<file path="src/rtl/muldiv_pkg.sv">
// Shared constants for the iterative RV32M multiply/divide unit.
package muldiv_pkg;

  localparam int XLEN_DEF = 32;

  localparam logic [2:0] F3_MUL    = 3'b000;
  localparam logic [2:0] F3_MULH   = 3'b001;
  localparam logic [2:0] F3_MULHSU = 3'b010;
  localparam logic [2:0] F3_MULHU  = 3'b011;
  localparam logic [2:0] F3_DIV    = 3'b100;
  localparam logic [2:0] F3_DIVU   = 3'b101;
  localparam logic [2:0] F3_REM    = 3'b110;
  localparam logic [2:0] F3_REMU   = 3'b111;

  typedef enum logic [1:0] {
    S_IDLE   = 2'd0,
    S_CALC   = 2'd1,
    S_FINISH = 2'd2
  } state_t;

endpackage

</file>
<file path="src/rtl/muldiv_neg.sv">
// Conditional two's-complement negator: y = en ? -a : a.
module muldiv_neg #(
  parameter int WIDTH = 32
) (
  input  logic             en,
  input  logic [WIDTH-1:0] a,
  output logic [WIDTH-1:0] y
);

  assign y = en ? ((~a) + {{(WIDTH-1){1'b0}}, 1'b1}) : a;

endmodule

</file>
<file path="src/rtl/muldiv_unit.sv">
// Iterative RV32M multiply/divide: 32-step shift-add multiply or restoring divide,
// with special divide cases resolved at start and a registered result.
module muldiv_unit
  import muldiv_pkg::*;
#(
  parameter int XLEN  = XLEN_DEF,
  parameter int CNT_W = 6
) (
  input  logic            clk,
  input  logic            rst_n,
  input  logic            start,
  input  logic            flush,
  input  logic [2:0]      funct3,
  input  logic [XLEN-1:0] op_a,
  input  logic [XLEN-1:0] op_b,
  output logic            busy,
  output logic            done,
  output logic [XLEN-1:0] result
);

  // state    | meaning
  // S_IDLE   | waiting for start; done pulses here for one cycle after FINISH
  // S_CALC   | one multiply/divide iteration per edge, counter 0..XLEN-1
  // S_FINISH | sign fix, result select and write, then back to IDLE

  localparam logic [XLEN-1:0]  INT_MIN  = {1'b1, {(XLEN-1){1'b0}}};
  localparam logic [CNT_W-1:0] CNT_LAST = CNT_W'(XLEN - 1);

  state_t            state;
  logic [CNT_W-1:0]  counter;
  logic [2:0]        op_r;
  logic              neg_r;
  logic [2*XLEN-1:0] acc;
  logic [XLEN-1:0]   b_r;
  logic [XLEN-1:0]   rem_r;

  logic              sgn_a, sgn_b, div0, ovf, neg_in;
  logic [XLEN-1:0]   mag_a, mag_b;
  logic [XLEN:0]     mul_sum, div_shift, div_diff;
  logic [2*XLEN-1:0] pre, fixed;
  logic [XLEN-1:0]   res_sel;

  always_comb begin
    sgn_a = 1'b0;
    sgn_b = 1'b0;
    case (funct3)
      F3_MULH, F3_DIV, F3_REM: begin
        sgn_a = op_a[XLEN-1];
        sgn_b = op_b[XLEN-1];
      end
      F3_MULHSU: sgn_a = op_a[XLEN-1];
      default: ;
    endcase
  end

  assign div0   = funct3[2] && (op_b == '0);
  assign ovf    = funct3[2] && !funct3[0] && (op_a == INT_MIN) && (op_b == '1);
  // Remainder follows the dividend sign; products and quotients follow the XOR.
  assign neg_in = (funct3[2] && funct3[1]) ? sgn_a : (sgn_a ^ sgn_b);

  muldiv_neg #(.WIDTH(XLEN)) u_neg_a (.en(sgn_a), .a(op_a), .y(mag_a));
  muldiv_neg #(.WIDTH(XLEN)) u_neg_b (.en(sgn_b), .a(op_b), .y(mag_b));

  assign mul_sum   = {1'b0, acc[2*XLEN-1:XLEN]} + {1'b0, (acc[0] ? b_r : {XLEN{1'b0}})};
  assign div_shift = {rem_r, acc[XLEN-1]};
  assign div_diff  = div_shift - {1'b0, b_r};

  always_comb begin
    pre = acc;
    if (op_r[2]) pre = op_r[1] ? {{XLEN{1'b0}}, rem_r} : {{XLEN{1'b0}}, acc[XLEN-1:0]};
  end

  muldiv_neg #(.WIDTH(2*XLEN)) u_neg_res (.en(neg_r), .a(pre), .y(fixed));

  assign res_sel = (!op_r[2] && (op_r[1:0] != 2'b00)) ? fixed[2*XLEN-1:XLEN]
                                                      : fixed[XLEN-1:0];

  always_ff @(posedge clk or negedge rst_n) begin
    if (!rst_n) begin
      state   <= S_IDLE;
      busy    <= 1'b0;
      done    <= 1'b0;
      result  <= '0;
      counter <= '0;
      op_r    <= '0;
      neg_r   <= 1'b0;
      acc     <= '0;
      b_r     <= '0;
      rem_r   <= '0;
    end else begin
      done <= 1'b0;
      case (state)
        S_IDLE: begin
          if (start && !flush) begin
            op_r    <= funct3;
            counter <= '0;
            busy    <= 1'b1;
            // Special divides preload the final answer so FINISH needs no extra path.
            if (div0 || ovf) begin
              state <= S_FINISH;
              neg_r <= 1'b0;
              acc   <= {{XLEN{1'b0}}, (div0 ? {XLEN{1'b1}} : INT_MIN)};
              rem_r <= div0 ? op_a : '0;
            end else begin
              state <= S_CALC;
              neg_r <= neg_in;
              rem_r <= '0;
              if (funct3[2]) begin
                acc <= {{XLEN{1'b0}}, mag_a};
                b_r <= mag_b;
              end else begin
                acc <= {{XLEN{1'b0}}, mag_b};
                b_r <= mag_a;
              end
            end
          end
        end
        S_CALC: begin
          if (flush) begin
            state   <= S_IDLE;
            busy    <= 1'b0;
            counter <= '0;
          end else begin
            if (op_r[2]) begin
              rem_r             <= div_diff[XLEN] ? div_shift[XLEN-1:0] : div_diff[XLEN-1:0];
              acc[XLEN-1:0]     <= {acc[XLEN-2:0], ~div_diff[XLEN]};
            end else begin
              acc <= {mul_sum, acc[XLEN-1:1]};
            end
            counter <= counter + 1'b1;
            if (counter == CNT_LAST) state <= S_FINISH;
          end
        end
        S_FINISH: begin
          state   <= S_IDLE;
          busy    <= 1'b0;
          counter <= '0;
          if (!flush) begin
            result <= res_sel;
            done   <= 1'b1;
          end
        end
        default: begin
          state <= S_IDLE;
          busy  <= 1'b0;
        end
      endcase
    end
  end

endmodule
</file>
<file path="config.mk">
export PLATFORM = sky130hd
export DESIGN_NAME = muldiv_unit
export DESIGN_NICKNAME = d
export VERILOG_FILES = /design/src/rtl/muldiv_pkg.sv /design/src/rtl/muldiv_neg.sv /design/src/rtl/muldiv_unit.sv
export SDC_FILE = /design/constraint.sdc
export NUM_CORES = 1
export LEC_CHECK = 0
export CORE_MARGIN = 5
export CORE_UTILIZATION = 40
export CTS_CLUSTER_SIZE = 24
export DETAILED_ROUTE_END_ITERATION = 7
export GPL_ROUTABILITY_DRIVEN = 0
export PLACE_DENSITY = 0.64
export REMOVE_ABC_BUFFERS = 1
export SETUP_SLACK_MARGIN = 0.4
export SYNTH_ARGS = -nofsm -noshare
export SYNTH_HDL_FRONTEND = slang
export SYNTH_HIERARCHICAL = 1
export SYNTH_SLANG_ARGS = --single-unit
</file>
<file path="constraint.sdc">
create_clock -name clk -period 5.55 [get_ports clk]
set_input_delay 1.665 -clock clk [delete_from_list [all_inputs] [get_ports clk]]
set_output_delay 1.665 -clock clk [all_outputs]
set_load 0.01 [all_outputs]
</file>
==> run metrics, run 1 <==
outcome complete, no violations; number of standard cells in the layout, taps in and fillers out 2,542; synthesized area 16,500 um2; setup repair after global routing missed its margin false; antenna violations before repair 0; critical path class in -> reg; number of antenna cells inserted 0; peak clock frequency supported by timing 234 MHz; Yosys Warn Count 6; HP Class reg -> reg; CTS tree yes; post_cts resized 0; cell accounting for the most synthesized area dfrtp_1; proportion of synthesized chip area in sequential cells 26.4%; Routed WL per cell 20.6 um; final design utilization 45.5%; Max VDD drop 243 uV; number of rows in the core area 74; net total in the final layout 2,138; Post-synth EDFFs 0; setup TNS after final layout 0 ns; number of violations reported at the end of detailed-routing iteration 0 1,228; Clock H-tree levels 4; die boundary width 213 um; Async SR Flop Fraction 100%; slowest stage delay, CP 0.61 ns; Worst-path clk slew 0.07 ns; cell-by-cell listing of the critical path clkdlybuf4s50_1 -> nor4_1 -> nand3_1 -> or4_1 -> nand2_1 -> buf_4 -> o221ai_1 -> o21a_1; arrival time at the worst endpoint 4.61 ns; FF+latch count, synth 174; static leakage 7.57 nW; total internal power 4.21 mW; residual overflow from global routing 0; count of buffers from port buffering 104; clock sink count 174; clock tree buffer depth 2; placed inst area 18,000 um2; signed area change from the synthesized netlist to the final layout 12.9%; source-to-sink clock delay at the later pin of the worst-skew pair 0.45 ns; clock network fraction of total power 15.6%; total area of multi-input combinational cells 11,500 um2; setup fix buffers added after clock tree synthesis 0; number of maximum-capacitance violations 0; Switch Pwr 3.78 mW; clock root buffer master clkbuf_16; cts hold-fix bufs 0; final count of hold timing violations 0; Area contributors post-synth dfrtp_1 26%, xnor2_1 7.8%, mux2i_1 6.7%, ha_1 5.2%, a21oi_1 4.8%; count of TritonRoute iterations in the first routing pass 5; Syn Inst Count 1,955; Post-Route Hold Slack 0.516 ns; number of inserted filler cells in the final layout 4,022; setup violation total in the final timing report 0; initial cell density of the core 40.4%; layout cell share with drive strength beyond 1 9.45%; TritonCTS Buffers 17; HPWL Detailed 41,000 um; skew final 0.0160 ns; kind of end point of the critical path flop; die span in y 213 um; core outline area 40,800 um2; register area 4360 um2; vias in the first global route 14,700; number of top-level pins 105; part of the total power dissipated in combinational logic 59.8%; Via density 6.04; pwr dens 430 nW/um2; cell with the largest stage delay on the worst path or4_1; period utilization 77.0%; final antenna-violating net count 0; switch share 47.3%; relative slew slack 27.9%; detailed-route via count 15,300; predominant post-synthesis flop cell dfrtp_1; number of different library cells in the post-synthesis netlist 96; relative contribution of sequential cells to total power 24.6%; fraction of synthesized cell area taken by the top area cell type 26.4%; drt drc 0; critical path data required time 5.88 ns; clock period minus worst slack 4.27 ns; Synth Area per Inst 8.43 um2; element type at the critical path start input pin; summed area of non-filler cells in the final layout 18,600 um2; total wirelength of the detailed-routed design 52,500 um; maximum number of pins on one net before global-route repair 90; area of the die 45,400 um2; Max Transition Viols Final 0; wire length of the first global-routing pass 82,300 um; global routing usage summed across all routing layers 22.7%; measured slew at the worst slew-check pin 1.05 ns; placed cell count 2,510; Worst Path Max Fanout 16
## per-layer routing
metal	GRT usage (%)	vias to the layer above	part of all wire, %
li1	-	7308	-
met1	32.4	7323	46
met2	35.2	624	44
met3	4.03	89	7.3
met4	7.00	0	2.7
met5	0	-	0
## worst paths after layout
path	start	endpoint	slack, ns	depth (start not counted)
min reg2reg	acc[52]	acc[52]	0.52	2
max reg2reg	acc[31]	rem_r[22]	1.49	13
min	acc[52]	acc[52]	0.52	2
max	op_a[7]	acc[19]	1.28	8
max in group asynchronous	rst_n	acc[30]	3.20	2
min in group asynchronous	rst_n	result[27]	1.29	1
## final cells by class
type,count,share of cell area [%]
sequential,174,23.4
clock inverter,11,0.713
timing repair buffer,136,6.88
clock buffer,21,2.48
multi-input combinational,1610,61.8
tap,532,3.58
inverter,58,1.17
## placed cells by master, fill, tap and decap left out, types with 7 or more instances in the layout
cell type and instances:
nand2b_1 22, and3_1 20, nand2_1 143, or2_2 10, nand4_1 24, clkdlybuf4s50_1 102, nand3_1 27, ha_1 68
nor3_1 21, clkbuf_16 17, a211oi_1 48, inv_1 58, o41ai_1 20, o31ai_1 45, nor4_4 9, or3_1 15
o221ai_1 30, buf_4 33, and2_1 10, or4_1 11, a21boi_0 7, a21oi_1 159, dfrtp_1 172, nor2_1 154
o41ai_2 12, mux2_2 34, a31oi_1 26, xor2_1 22, a21o_1 27, o21ai_0 117, o21a_1 46, xnor2_1 146
nor4_1 21, mux2i_1 111, nor2b_1 74
## registers in the layout, summed over array words and instances, names as in the netlist
| register | count |
|---|---|
| state | 2 |
| rem_r | 32 |
| op_r | 3 |
| acc | 64 |
| result | 32 |
| neg_r | 1 |
| busy | 1 |
| b_r | 32 |
| counter | 6 |
| done | 1 |
## cells in the mapped netlist (5+ instances only)
master,n
o31ai_2,6
o221ai_1,30
a21oi_1,159
nand4_1,24
a21boi_0,7
mux2_2,34
inv_1,58
o21ai_1,6
mux2i_1,111
a31oi_1,26
nand3_1,27
clkbuf_1,84
nor2_1,156
and2_1,10
nor3_1,21
xnor2_1,146
o31ai_1,45
buf_1,14
buf_4,6
a211oi_1,48
nand2b_1,23
nand2_1,143
o41ai_2,12
xor2_1,22
nor4_1,21
and3_1,20
buf_2,7
or4_4,6
nor4_4,9
o41ai_1,20
dfrtp_1,174
ha_1,68
o21bai_1,7
o21ai_0,118
or2_2,10
o21a_1,46
nor2b_1,76
or3_1,15
or4_1,11
a21o_1,27
o211ai_1,5
## critical path: cells and delay by family
| kind | cells | cell delay (ns) |
|---|---|---|
| simple gates | 4 | 1.73 |
| buf+inv | 2 | 0.90 |
| compound gates | 2 | 0.30 |
## stage by stage
step	setup slack, ns	total power, mW
after floorplan	-2.09	5.33
after global placement	0.860	6.54
after detailed placement	0.833	6.63
after CTS	1.30	7.90
after global routing	1.18	8.53
final	1.28	7.99
## power by group through the flow
stage / clock, mW / sequential, mW / combinational, mW
final: 1.25 / 1.97 / 4.78
after global routing: 1.31 / 2.01 / 5.20
after detailed placement: 0 / 1.97 / 4.66
after floorplan: 0 / 1.88 / 3.46
after global placement: 0 / 1.96 / 4.58
after CTS: 1.26 / 1.95 / 4.68
## cell families after synthesis
family,count (synthesis),synth area share (%)
adder cells (fa/ha/maj),70,5.41
multiplexers,146,9.15
AO/OA/AOI/OAI,606,25.1
AND/OR/NAND/NOR,620,20.8
flip-flops,174,26.4
buffers and inverters,171,4.18
XOR/XNOR,168,8.93
Power figures use the tool's default switching activity.
==> inputs of run 2 (changes only) <==
- PLACE_DENSITY: 0.64 -> 0.66
- clock period: 5.55 -> 3.6 ns (I/O delays scaled with it)
==> run 2 against run 1 <==
Sequential power grew 58%. Clock skew grew 0.0018 ns. Worst hold slack better by 0.0074 ns. Die area is the same. Sequential share of layout area decreased by 3.1 points. Via count up 8.2%. Total power rose by 77%. Critical path depth up 4. Design area rose by 16%. Largest cell class unchanged. Largest power group unchanged.
==> run metrics, run 2 (synthesis results as in run 1) <==
Max VDD drop 434 uV (+79%); pwr dens 660 nW/um2 (+54%); Worst Path Max Fanout 5 (-11); Via density 6.04 (+0.14%); setup violation total in the final timing report 0 (unchanged); capturing point of the worst reg2reg path acc[62]; global routing usage summed across all routing layers 23.5% (+0.75 points); HP Class reg -> reg; number of standard cells in the layout, taps in and fillers out 2,747 (+8.1%); most frequent cells in the layout 191 x buf_4, 169 x dfrtp_1, 153 x a21oi_1; Total Power 14.2 mW (+77%); hold path endpoint acc[38]; kind of end point of the critical path flop; count of TritonRoute iterations in the first routing pass 8 (+3); measured slew at the worst slew-check pin 1.43 ns (+0.377 ns); worst setup path startpoint acc[0]; Routed WL per cell 20.9 um (+1.2%); HPWL Detailed 41,500 um (+1.1%); skew final 0.0178 ns (+0.00179 ns); vias in the first global route 15,500 (+5.4%); Max Transition Viols Final 0 (unchanged); clock root buffer master clkbuf_16; area of the die 45,400 um2 (unchanged); detailed-route via count 16,600 (+8.2%); final count of hold timing violations 0 (unchanged); number of antenna cells inserted 0 (unchanged); number of maximum-capacitance violations 0 (unchanged); residual overflow from global routing 0 (unchanged); setup TNS after final layout 0 ns (unchanged); cts hold-fix bufs 0 (unchanged); arrival time at the worst endpoint 3.65 ns (-0.96 ns); maximum number of pins on one net before global-route repair 74 (-18%); switch share 47.0% (-0.25 points); total internal power 7.51 mW (+78%); die boundary width 213 um (unchanged); critical path data required time 3.95 ns (-1.93 ns); placed cell count 2,624 (+4.5%); period utilization 91.4%; die span in y 213 um (unchanged); HP Start acc[38]; total wirelength of the detailed-routed design 57,400 um (+9.4%); static leakage 9.00 nW (+19%); signed area change from the synthesized netlist to the final layout 30.4%; relative slew slack 4.57% (-23 points); antenna violations before repair 0 (unchanged); initial cell density of the core 40.4% (unchanged); R2R cell count 12 (-1); wire length of the first global-routing pass 85,300 um (+3.6%); drt drc 0 (unchanged); part of the total power dissipated in combinational logic 63.6% (+3.8 points); clock network fraction of total power 14.4% (-1.2 points); Switch Pwr 6.67 mW (+76%); worst reg2reg setup slack 0.31 ns (-1.18 ns); Min-Delay Path Depth 2 (unchanged); relative contribution of sequential cells to total power 22.0% (-2.6 points); source-to-sink clock delay at the later pin of the worst-skew pair 0.47 ns (+0.02 ns); element type at the critical path start flop; number of rows in the core area 74 (unchanged); Clock H-tree levels 4 (unchanged); CTS tree yes; Worst-path clk slew 0.08 ns (about the same); layout cell share with drive strength beyond 1 22.3% (+13 points); final antenna-violating net count 0 (unchanged); count of buffers from port buffering 104 (unchanged); TritonCTS Buffers 17 (unchanged); number of violations reported at the end of detailed-routing iteration 0 1,727 (+41%); number of flip-flops in the largest register 64 (unchanged); commonest non-fill, non-tap cell in the layout buf_4; clock tree buffer depth 2 (unchanged); register bank with the most flops acc; Post-Route Hold Slack 0.523 ns (+0.00742 ns); clock sink count 174 (unchanged); clock period minus worst slack 3.29 ns; number of top-level pins 105 (unchanged); core outline area 40,800 um2 (unchanged); outcome complete, no violations; peak clock frequency supported by timing 304 MHz; setup repair after global routing missed its margin true; net total in the final layout 2,343 (+9.6%); R2R Path Start acc[0]; critical path class reg -> reg
==> run 2: cell count changes in the layout (fill, tap and decap cells not counted), sizes merged, moves of 3 or more <==
cell      change
inv           +3
clkbuf        +3
nor2          +4
clkinvlp      +3
clkinv        -4
buf         +190
==> run 2: worst max path at each step <==
stage	end	slack [ns]	cells past startpoint
final	acc[62]	0.31	12
after global routing	acc[60]	0.18	13
after CTS	rem_r[27]	0.35	13
after detailed placement	b_r[24]	-0.36	9
after global placement	b_r[26]	-0.26	9
after floorplan	acc[62]	-3.82	4
==> run 2: repair_timing <==
item | 4_1_cts | 5_1_grt
setup endpoints to repair | 135 | 137
gates cloned | 6 | 10
pin swaps | 20 | 104
buffers inserted | 21 | 54
resized for setup | 64 | 136
endpoints found under the hold margin | 0 | 0
==> run 2: worst max-delay path, stage by stage, from the launching register on <==
cell        delay, ns
dfrtp_2          0.45
clkinvlp_4       0.17
nor2_1           0.22
ha_2             0.27
o21a_1           0.13
o21ai_1          0.11
o32ai_4          0.32
a221oi_2         0.11
or4b_4           0.56
a311oi_4         0.26
a31oi_1          0.15
mux2i_1          0.14
a221o_2          0.29
==> run 2: layer usage <==
layer | part of all wire, % | vias up | global-route usage [%]
met5 | 0 | - | 0
li1 | - | 7758 | -
met1 | 43 | 7967 | 33.0
met3 | 7.9 | 132 | 3.92
met2 | 45 | 748 | 36.5
met4 | 4.0 | 0 | 8.41
==> run 2: area by class of cell <==
type | count | area, um2
clock inverter | 13 | 175
clock buffer | 19 | 453
sequential | 174 | 4360
tap | 532 | 666
timing repair buffer | 331 | 3140
multi-input combinational | 1619 | 12500
inverter | 58 | 220
timing repair inverter | 1 | 7.51
fill | 3616 | 19300
==> run 2: metrics by stage <==
stage,util [%],area [um2],setup slack [ns]
after floorplan,-,16000,-3.82
after global placement,46.5,19000,-0.263
after detailed placement,46.5,19000,-0.363
after CTS,49.5,20200,0.351
after global routing,52.6,21500,0.177
final,52.6,21500,0.309
==> run 2: power groups by stage <==
stage,Clock [mW],Sequential [mW],Combinational [mW]
floorplan,0,2.90,5.33
global placement,0,3.07,7.23
detailed placement,0,3.08,7.39
CTS,2.05,3.06,7.78
global route,2.13,3.19,9.67
finish,2.04,3.12,9.02
